## src/rtl/prog_loader_pkg.sv

```systemverilog
`default_nettype none
// ============================================================================
// Module      : prog_loader_pkg
// Description : Shared CPU definitions for the program loader. Contains the
//               instruction width, the loader FSM state encoding, the
//               err_code values and a helper that says which states accept
//               an upstream byte.
// Revision    : 1.0 - initial release
// ============================================================================
package prog_loader_pkg;

    localparam int INSTR_W = 19;

    typedef enum logic [3:0] {
        S_IDLE   = 4'd0,
        S_LEN_LO = 4'd1,
        S_LEN_HI = 4'd2,
        S_B0     = 4'd3,
        S_B1     = 4'd4,
        S_B2     = 4'd5,
        S_WRITE  = 4'd6,
        S_CHECK  = 4'd7,
        S_DONE   = 4'd8,
        S_ERR    = 4'd9
    } state_t;

    localparam logic [1:0] ERR_NONE     = 2'd0;
    localparam logic [1:0] ERR_ZERO_LEN = 2'd1;
    localparam logic [1:0] ERR_LEN_OVF  = 2'd2;
    localparam logic [1:0] ERR_BAD_DATA = 2'd3;

    // States in which the loader consumes a byte from the upstream stream.
    function automatic logic accepts_byte(input state_t s);
        return (s == S_LEN_LO) || (s == S_LEN_HI) || (s == S_B0) ||
               (s == S_B1)     || (s == S_B2)     || (s == S_CHECK);
    endfunction

endpackage
`default_nettype wire

```

## src/rtl/prog_loader_word_asm.sv

```systemverilog
`default_nettype none
// ============================================================================
// Module      : loader_word_asm
// Description : Collects the three bytes of one instruction word (LSB first),
//               flags a third byte with any of bits [7:3] set, and presents
//               the assembled 19-bit word.
// Ports       : clk_i/reset_i  - clock, asynchronous active-high reset
//               cap_b0_i..b2_i - capture strobes for byte 0/1/2
//               byte_i         - incoming byte
//               b2_bad_o       - incoming byte has nonzero bits [7:3]
//               word_o         - {b2[2:0], b1, b0}
// Revision    : 1.0 - initial release
// ============================================================================
module loader_word_asm
    import prog_loader_pkg::*;
(
    input  logic               clk_i,
    input  logic               reset_i,
    input  logic               cap_b0_i,
    input  logic               cap_b1_i,
    input  logic               cap_b2_i,
    input  logic [7:0]         byte_i,
    output logic               b2_bad_o,
    output logic [INSTR_W-1:0] word_o
);

    logic [7:0] b0_q;
    logic [7:0] b1_q;
    logic [2:0] b2_q;

    assign b2_bad_o = |byte_i[7:3];

    always_ff @(posedge clk_i or posedge reset_i) begin
        if (reset_i) begin
            b0_q <= 8'd0;
            b1_q <= 8'd0;
            b2_q <= 3'd0;
        end else begin
            if (cap_b0_i) b0_q <= byte_i;
            if (cap_b1_i) b1_q <= byte_i;
            // A malformed top byte never reaches the word register.
            if (cap_b2_i && !b2_bad_o) b2_q <= byte_i[2:0];
        end
    end

    assign word_o = {b2_q, b1_q, b0_q};

endmodule
`default_nettype wire

```

## src/rtl/prog_loader.sv

```systemverilog
`default_nettype none
// ============================================================================
// Module      : prog_loader
// Description : Receives a length-prefixed, XOR-checksummed byte frame and
//               writes its 19-bit instruction words into instruction memory
//               while holding the CPU in reset.
// Ports       : clk_i, reset_i (async, active-high)
//               load_start_i              - start pulse (IDLE/DONE/ERR only)
//               byte_valid_i/byte_data_i/byte_ready_o - upstream byte stream
//               imem_we_o/imem_addr_o/imem_wdata_o    - memory write port
//               cpu_hold_o                - CPU held in reset while loading
//               load_done_o/load_err_o/err_code_o     - load status
// Parameter   : ADDR_W (1..16) - instruction-memory address width
// Revision    : 1.0 - initial release
// ============================================================================
module prog_loader
    import prog_loader_pkg::*;
#(
    parameter int ADDR_W = 8
)
(
    input  logic               clk_i,
    input  logic               reset_i,
    input  logic               load_start_i,
    input  logic               byte_valid_i,
    input  logic [7:0]         byte_data_i,
    output logic               byte_ready_o,
    output logic               imem_we_o,
    output logic [ADDR_W-1:0]  imem_addr_o,
    output logic [INSTR_W-1:0] imem_wdata_o,
    output logic               cpu_hold_o,
    output logic               load_done_o,
    output logic               load_err_o,
    output logic [1:0]         err_code_o
);

    // Memory capacity in words; the 16-bit frame length limits ADDR_W to 16.
    localparam logic [16:0] CAPACITY = 17'(1) << ADDR_W;

    state_t              state_q, state_d;
    logic [1:0]          err_code_q, err_code_d;
    logic                byte_ready_q;
    logic                imem_we_q;
    logic                cpu_hold_q;
    logic                load_done_q;
    logic                load_err_q;
    logic [7:0]          len_lo_q;
    logic [15:0]         len_q;
    logic [ADDR_W-1:0]   cnt_q;
    logic [7:0]          chk_q;

    logic                byte_hs;
    logic                start;
    logic                word_last;
    logic                b2_bad;
    logic [15:0]         len_full;
    logic [INSTR_W-1:0]  word;

    assign byte_hs  = byte_valid_i && byte_ready_q;
    assign start    = load_start_i &&
                      ((state_q == S_IDLE) || (state_q == S_DONE) || (state_q == S_ERR));
    assign len_full = {byte_data_i, len_lo_q};
    // The counter holds on the final word, so it never wraps past the top address.
    assign word_last = (17'(cnt_q) + 17'd1) == 17'(len_q);

    loader_word_asm u_word_asm (
        .clk_i    (clk_i),
        .reset_i  (reset_i),
        .cap_b0_i (byte_hs && (state_q == S_B0)),
        .cap_b1_i (byte_hs && (state_q == S_B1)),
        .cap_b2_i (byte_hs && (state_q == S_B2)),
        .byte_i   (byte_data_i),
        .b2_bad_o (b2_bad),
        .word_o   (word)
    );

    always_comb begin
        state_d    = state_q;
        err_code_d = ERR_NONE;
        case (state_q)
            S_IDLE, S_DONE, S_ERR: if (load_start_i) state_d = S_LEN_LO;
            S_LEN_LO: if (byte_hs) state_d = S_LEN_HI;
            S_LEN_HI: begin
                if (byte_hs) begin
                    if (len_full == 16'd0) begin
                        state_d    = S_ERR;
                        err_code_d = ERR_ZERO_LEN;
                    end else if (17'(len_full) > CAPACITY) begin
                        state_d    = S_ERR;
                        err_code_d = ERR_LEN_OVF;
                    end else begin
                        state_d = S_B0;
                    end
                end
            end
            S_B0: if (byte_hs) state_d = S_B1;
            S_B1: if (byte_hs) state_d = S_B2;
            S_B2: begin
                if (byte_hs) begin
                    if (b2_bad) begin
                        state_d    = S_ERR;
                        err_code_d = ERR_BAD_DATA;
                    end else begin
                        state_d = S_WRITE;
                    end
                end
            end
            S_WRITE: state_d = word_last ? S_CHECK : S_B0;
            S_CHECK: begin
                if (byte_hs) begin
                    if (byte_data_i == chk_q) begin
                        state_d = S_DONE;
                    end else begin
                        state_d    = S_ERR;
                        err_code_d = ERR_BAD_DATA;
                    end
                end
            end
            default: state_d = S_IDLE;
        endcase
    end

    always_ff @(posedge clk_i or posedge reset_i) begin
        if (reset_i) begin
            state_q      <= S_IDLE;
            byte_ready_q <= 1'b0;
            imem_we_q    <= 1'b0;
            cpu_hold_q   <= 1'b0;
            load_done_q  <= 1'b0;
            load_err_q   <= 1'b0;
            err_code_q   <= ERR_NONE;
            len_lo_q     <= 8'd0;
            len_q        <= 16'd0;
            cnt_q        <= '0;
            chk_q        <= 8'd0;
        end else begin
            state_q      <= state_d;
            // Outputs are registered from the next state so they line up with it.
            byte_ready_q <= accepts_byte(state_d);
            imem_we_q    <= (state_d == S_WRITE);

            if (start) begin
                load_done_q <= 1'b0;
                load_err_q  <= 1'b0;
                err_code_q  <= ERR_NONE;
                chk_q       <= 8'd0;
                cnt_q       <= '0;
                cpu_hold_q  <= 1'b1;
            end

            if (byte_hs && (state_q == S_LEN_LO)) len_lo_q <= byte_data_i;
            if (byte_hs && (state_q == S_LEN_HI)) len_q    <= len_full;

            if (byte_hs && ((state_q == S_B0) || (state_q == S_B1) || (state_q == S_B2)))
                chk_q <= chk_q ^ byte_data_i;

            if ((state_q == S_WRITE) && !word_last) cnt_q <= cnt_q + 1'b1;

            if ((state_d == S_DONE) && (state_q != S_DONE)) begin
                load_done_q <= 1'b1;
                cpu_hold_q  <= 1'b0;
            end

            // cpu_hold stays asserted in ERR so a partial program never runs.
            if ((state_d == S_ERR) && (state_q != S_ERR)) begin
                load_err_q <= 1'b1;
                err_code_q <= err_code_d;
            end
        end
    end

    assign byte_ready_o = byte_ready_q;
    assign imem_we_o    = imem_we_q;
    assign imem_addr_o  = cnt_q;
    assign imem_wdata_o = word;
    assign cpu_hold_o   = cpu_hold_q;
    assign load_done_o  = load_done_q;
    assign load_err_o   = load_err_q;
    assign err_code_o   = err_code_q;

endmodule
`default_nettype wire

```

## config.mk

```make
export PLATFORM = sky130hd
export DESIGN_NAME = prog_loader
export DESIGN_NICKNAME = d
export VERILOG_FILES = /design/src/rtl/prog_loader_pkg.sv /design/src/rtl/prog_loader_word_asm.sv /design/src/rtl/prog_loader.sv
export SDC_FILE = /design/constraint.sdc
export NUM_CORES = 1
export LEC_CHECK = 0
export CORE_ASPECT_RATIO = 0.7
export CORE_MARGIN = 10
export CORE_UTILIZATION = 45
export CTS_CLUSTER_DIAMETER = 30
export DETAILED_ROUTE_END_ITERATION = 16
export PLACE_DENSITY = 0.63
export SYNTH_ARGS = -nofsm -noshare
export SYNTH_HDL_FRONTEND = slang
export SYNTH_HIERARCHICAL = 1
export SYNTH_SLANG_ARGS = --single-unit
```

## constraint.sdc

```tcl
create_clock -name clk_i -period 2.6 [get_ports clk_i]
set_input_delay 0.52 -clock clk_i [delete_from_list [all_inputs] [get_ports clk_i]]
set_output_delay 0.52 -clock clk_i [all_outputs]
set_load 0.01 [all_outputs]
```

==> run summary <==
The run finished with clean final reports. The width of the die came out at 126 µm. In this run the mean area of a mapped cell was between 10 and 15 µm².

The vertical die dimension came out at 94.3 µm. For this block, the initial DRC count from the detailed router was around 160. After detailed routing, the number of vias per cell comes to 5.58.

The signed area change from the synthesized netlist to the final layout came out at 29.5%. The effective utilization at floorplan is 47.4%. For this run, the leading register cell type out of synthesis is sky130_fd_sc_hd__dfrtp_1. Setup repair after global routing left no endpoint under its margin. At the pin with the least slew margin, the transition time is 712 ps. In this run the cell area measured after placement is 4310 µm². Dividing the final minimum period by the clock period gives roughly 95%. The buffer cell driving the clock tree root is sky130_fd_sc_hd__clkbuf_16. Measured against its own limit, the worst slew margin works out to 52.5%. The path class of the tightest hold or removal check is reg -> reg.

The clock tree synthesis step divided the H-tree into 3 levels. The post-route antenna net violation count came out at 0. The power density of the placed cells is 1050 nW/µm².

The share of final-layout standard cells stronger than drive strength 1 is 26.6%. In this run the register-to-register setup slack is 170 ps. The worst-case IR drop observed on VDD is ~0.5 mV. For this run, the share of the core covered by cells in the final layout is 61.4%. The filler cells instantiated in the layout total 639. The critical hold path startpoint is load_done_o$_DFFE_PP0P_. Ranked by instance count, the synthesized netlist is headed by 70 x sky130_fd_sc_hd__dfrtp_1, 43 x sky130_fd_sc_hd__mux2_2, 15 x sky130_fd_sc_hd__nand2_1. The critical path data required time came out at 2800 ps. At the worst endpoint, the arrival time is ~2700 ps. The number of I/O pins is 46. The shortest period the worst path allows is 2460 ps. By instance count, the leading cell after synthesis is sky130_fd_sc_hd__dfrtp_1. The clock-pin slew reported for the worst setup and hold paths after clock tree synthesis came out at 50 ps. The number of instances in the synthesized netlist is 309. The buffers inserted during post-CTS setup optimization came out at 0.

The fraction of post-synthesis cell area in the top cell type by area is 49.4%. The number of antenna violations at the first check in global routing came out at 0. The maximum root-to-sink buffer count came out at 2.

The number of global-route vias before repair is 2768. Routability-driven placement finished with a final weighted congestion of 0.884. The number of buffers added by the clock tree synthesis step came out at 9. The routed design has 9160 µm of wire. The source of the worst register-to-register timing path is imem_addr_o[1]$_DFFE_PP0P_. The fraction of synthesis flops using an asynchronous set or reset pin came out at 100%. For hold timing, the worst endpoint is load_done_o$_DFFE_PP0P_.

The category of the critical setup timing path is in -> reg. The synthesized flop and latch total came out at 70. The design area came out at 4600 µm². The count of endpoints failing hold in the final timing report is 0. The max-capacitance violation count is 0.

The final layout contains 395 nets. The number of max-slew violations in the final report came out at 0. The final antenna diode count is 0. The wire length of the first global-routing pass came out at 15300 µm. The static leakage power is 0.00196 µW.

After synthesis the cells add up to 3550 µm². After global routing the overflow that remains totals 0. The post-layout total power came out at 4820 µW.

The post-detailed-route DRC marker count came out at 0. The count of input and output buffers came out at 45. The hold path depth came out at 1. The HPWL after detailed placement is 6630 µm. The number of flops mapped to enable cells by yosys came out at 0. The floorplan die area came out at between 10000 and 15000 µm². The core area is 7480 µm². The overall global routing resource usage came out at around 16%. In this run the worst path has a maximum fanout of 4. The net count after synthesis is 322. The count of synthesis-stage warnings from yosys came out at 6. Clock latency on the worst-skew pair, taken at its later pin, is ~330 ps. Sequential cells were found to cover 49.4% of the synthesized design area. In the final routed layout, each cell accounts on average for 18.9 µm. The path depth of the worst reg2reg path came out at 8. After floorplanning, the core was divided into 26 placement rows. Yosys attributes the largest share of cell area to sky130_fd_sc_hd__dfrtp_1 49%, sky130_fd_sc_hd__mux2_2 14%, sky130_fd_sc_hd__xor2_1 3.0%. Based on the critical path, the design can be clocked at up to 407 MHz.

On the final layout, the worst hold slack is 472 ps. The worst setup path is launched from an input pin. For the final routed database, the setup TNS stands at 0 ps.

sky130_fd_sc_hd__dfrtp_1 takes more of the synthesized area than any other cell. The worst setup path is captured at a flip-flop. The first-pass iteration count of the detailed router is 4. Detailed routing inserted a total of roughly 2700 vias.

TritonCTS built the clock tree. The final setup violation count is 0. The total clock sinks came out at 70. The maximum number of pins on one net before global-route repair came out at 52. Yosys mapped the design onto 58 distinct sky130hd cell types. Clock skew on the completed layout was measured at 6.06 ps. In this run the critical register-to-register path is captured at imem_addr_o[5]$_DFFE_PP0P_.
flip-flops by register name, summed over array words and instances (netlist names):
name / flops
cpu_hold_o: 1
imem_addr_o: 8
imem_we_o: 1
err_code_o: 2
load_done_o: 1
u_word_asm/b0_q: 8
u_word_asm/b2_q: 3
byte_ready_o: 1
state_q: 4
chk_q: 8
len_lo_q: 8
len_q: 16
u_word_asm/b1_q: 8
load_err_o: 1
worst max-delay path by stage:
stage,slack [ps],start,depth (start not counted),end
floorplan,270,imem_addr_o[0]$_DFFE_PP0P_,7,imem_addr_o[5]$_DFFE_PP0P_
global placement,-160,byte_data_i[1],7,byte_ready_o$_DFF_PP0_
detailed placement,-180,byte_data_i[1],7,byte_ready_o$_DFF_PP0_
CTS,140,byte_data_i[1],7,byte_ready_o$_DFF_PP0_
global route,20,imem_addr_o[1]$_DFFE_PP0P_,8,imem_addr_o[5]$_DFFE_PP0P_
finish,140,byte_data_i[1],7,byte_ready_o$_DFF_PP0_
final cells by class:
cell class                 instances  area (µm²)  area share, %
multi-input combinational        216        1720           37.5
sequential                        70        1750           38.1
clock inverter                     5        33.8          0.735
timing repair buffer              77         694           15.1
tap                               98         123           2.67
clock buffer                      11         243           5.28
inverter                           8        30.0          0.653
report_power, final:
part	internal, µW	switching, µW	leakage, µW	total (µW)
Combinational	1010	829	0.000931	1840
Clock	671	472	0.000132	1140
Sequential	1520	323	0.000896	1840
Total	3200	1620	0.00196	4820
routing by layer:
layer  vias to the layer above  GRT usage, %  part of all wire, %  wire length [µm]
li1                       1289             -                    -                 -
met1                      1342          22.7                   50              4620
met2                        70          23.1                   43              3900
met3                         6          5.02                  6.5               591
met4                         0          3.78                 0.56                51
met5                         -             0                    0                 0
worst max-delay path: stages:
cell and delay [ps]:
sky130_fd_sc_hd__clkdlybuf4s50_1 530, sky130_fd_sc_hd__or4_1 610, sky130_fd_sc_hd__nor4_4 180, sky130_fd_sc_hd__nand3_1 120, sky130_fd_sc_hd__a311oi_2 340, sky130_fd_sc_hd__nor4b_4 280, sky130_fd_sc_hd__a211oi_1 80
through the flow:
| stage | instances | setup slack (ps) |
|---|---|---|
| 2_1_floorplan | 309 | 268 |
| 3_3_place_gp | 469 | -162 |
| 3_5_place_dp | 469 | -181 |
| 4_1_cts | 485 | 136 |
| 5_1_grt | 485 | 19.6 |
| 6_report | 485 | 141 |
cells in the final DEF (no fill, tap or decap), types with 2 or more instances in the layout:
cell / instances
sky130_fd_sc_hd__clkinvlp_4: 2
sky130_fd_sc_hd__mux2_2: 43
sky130_fd_sc_hd__dfrtp_1: 70
sky130_fd_sc_hd__o311a_1: 2
sky130_fd_sc_hd__o21ai_0: 14
sky130_fd_sc_hd__nor4_1: 4
sky130_fd_sc_hd__inv_1: 7
sky130_fd_sc_hd__or3_1: 3
sky130_fd_sc_hd__xnor2_1: 4
sky130_fd_sc_hd__o21ai_1: 2
sky130_fd_sc_hd__o211ai_1: 6
sky130_fd_sc_hd__a211oi_1: 3
sky130_fd_sc_hd__clkbuf_16: 9
sky130_fd_sc_hd__a21oi_1: 8
sky130_fd_sc_hd__a311o_1: 2
sky130_fd_sc_hd__nand2_1: 15
sky130_fd_sc_hd__and3_1: 2
sky130_fd_sc_hd__nand3b_1: 4
sky130_fd_sc_hd__nand2b_1: 12
sky130_fd_sc_hd__o2bb2ai_1: 8
sky130_fd_sc_hd__a21o_1: 2
sky130_fd_sc_hd__nor2b_1: 4
sky130_fd_sc_hd__a31oi_1: 3
sky130_fd_sc_hd__a31o_1: 4
sky130_fd_sc_hd__or4_1: 4
sky130_fd_sc_hd__clkinv_2: 2
sky130_fd_sc_hd__nand3_1: 9
sky130_fd_sc_hd__xor2_1: 12
sky130_fd_sc_hd__nor3_1: 6
sky130_fd_sc_hd__clkdlybuf4s50_1: 45
sky130_fd_sc_hd__buf_4: 31
sky130_fd_sc_hd__and2_1: 2
sky130_fd_sc_hd__nor2_1: 10
what timing repair did:
| item | 4_1_cts | 5_1_grt |
|---|---|---|
| endpoints found under the setup margin | 0 | 3 |
| hold buffers | 0 | 0 |
| resized for setup | 0 | 2 |
cell families after synthesis:
family,synth area share (%)
simple gates,15.3
flops,49.4
compound gates,13.9
mux,13.9
buf+inv,2.54
xor+xnor,4.62
fa+ha+maj,0.353
Power figures use the tool's default switching activity.
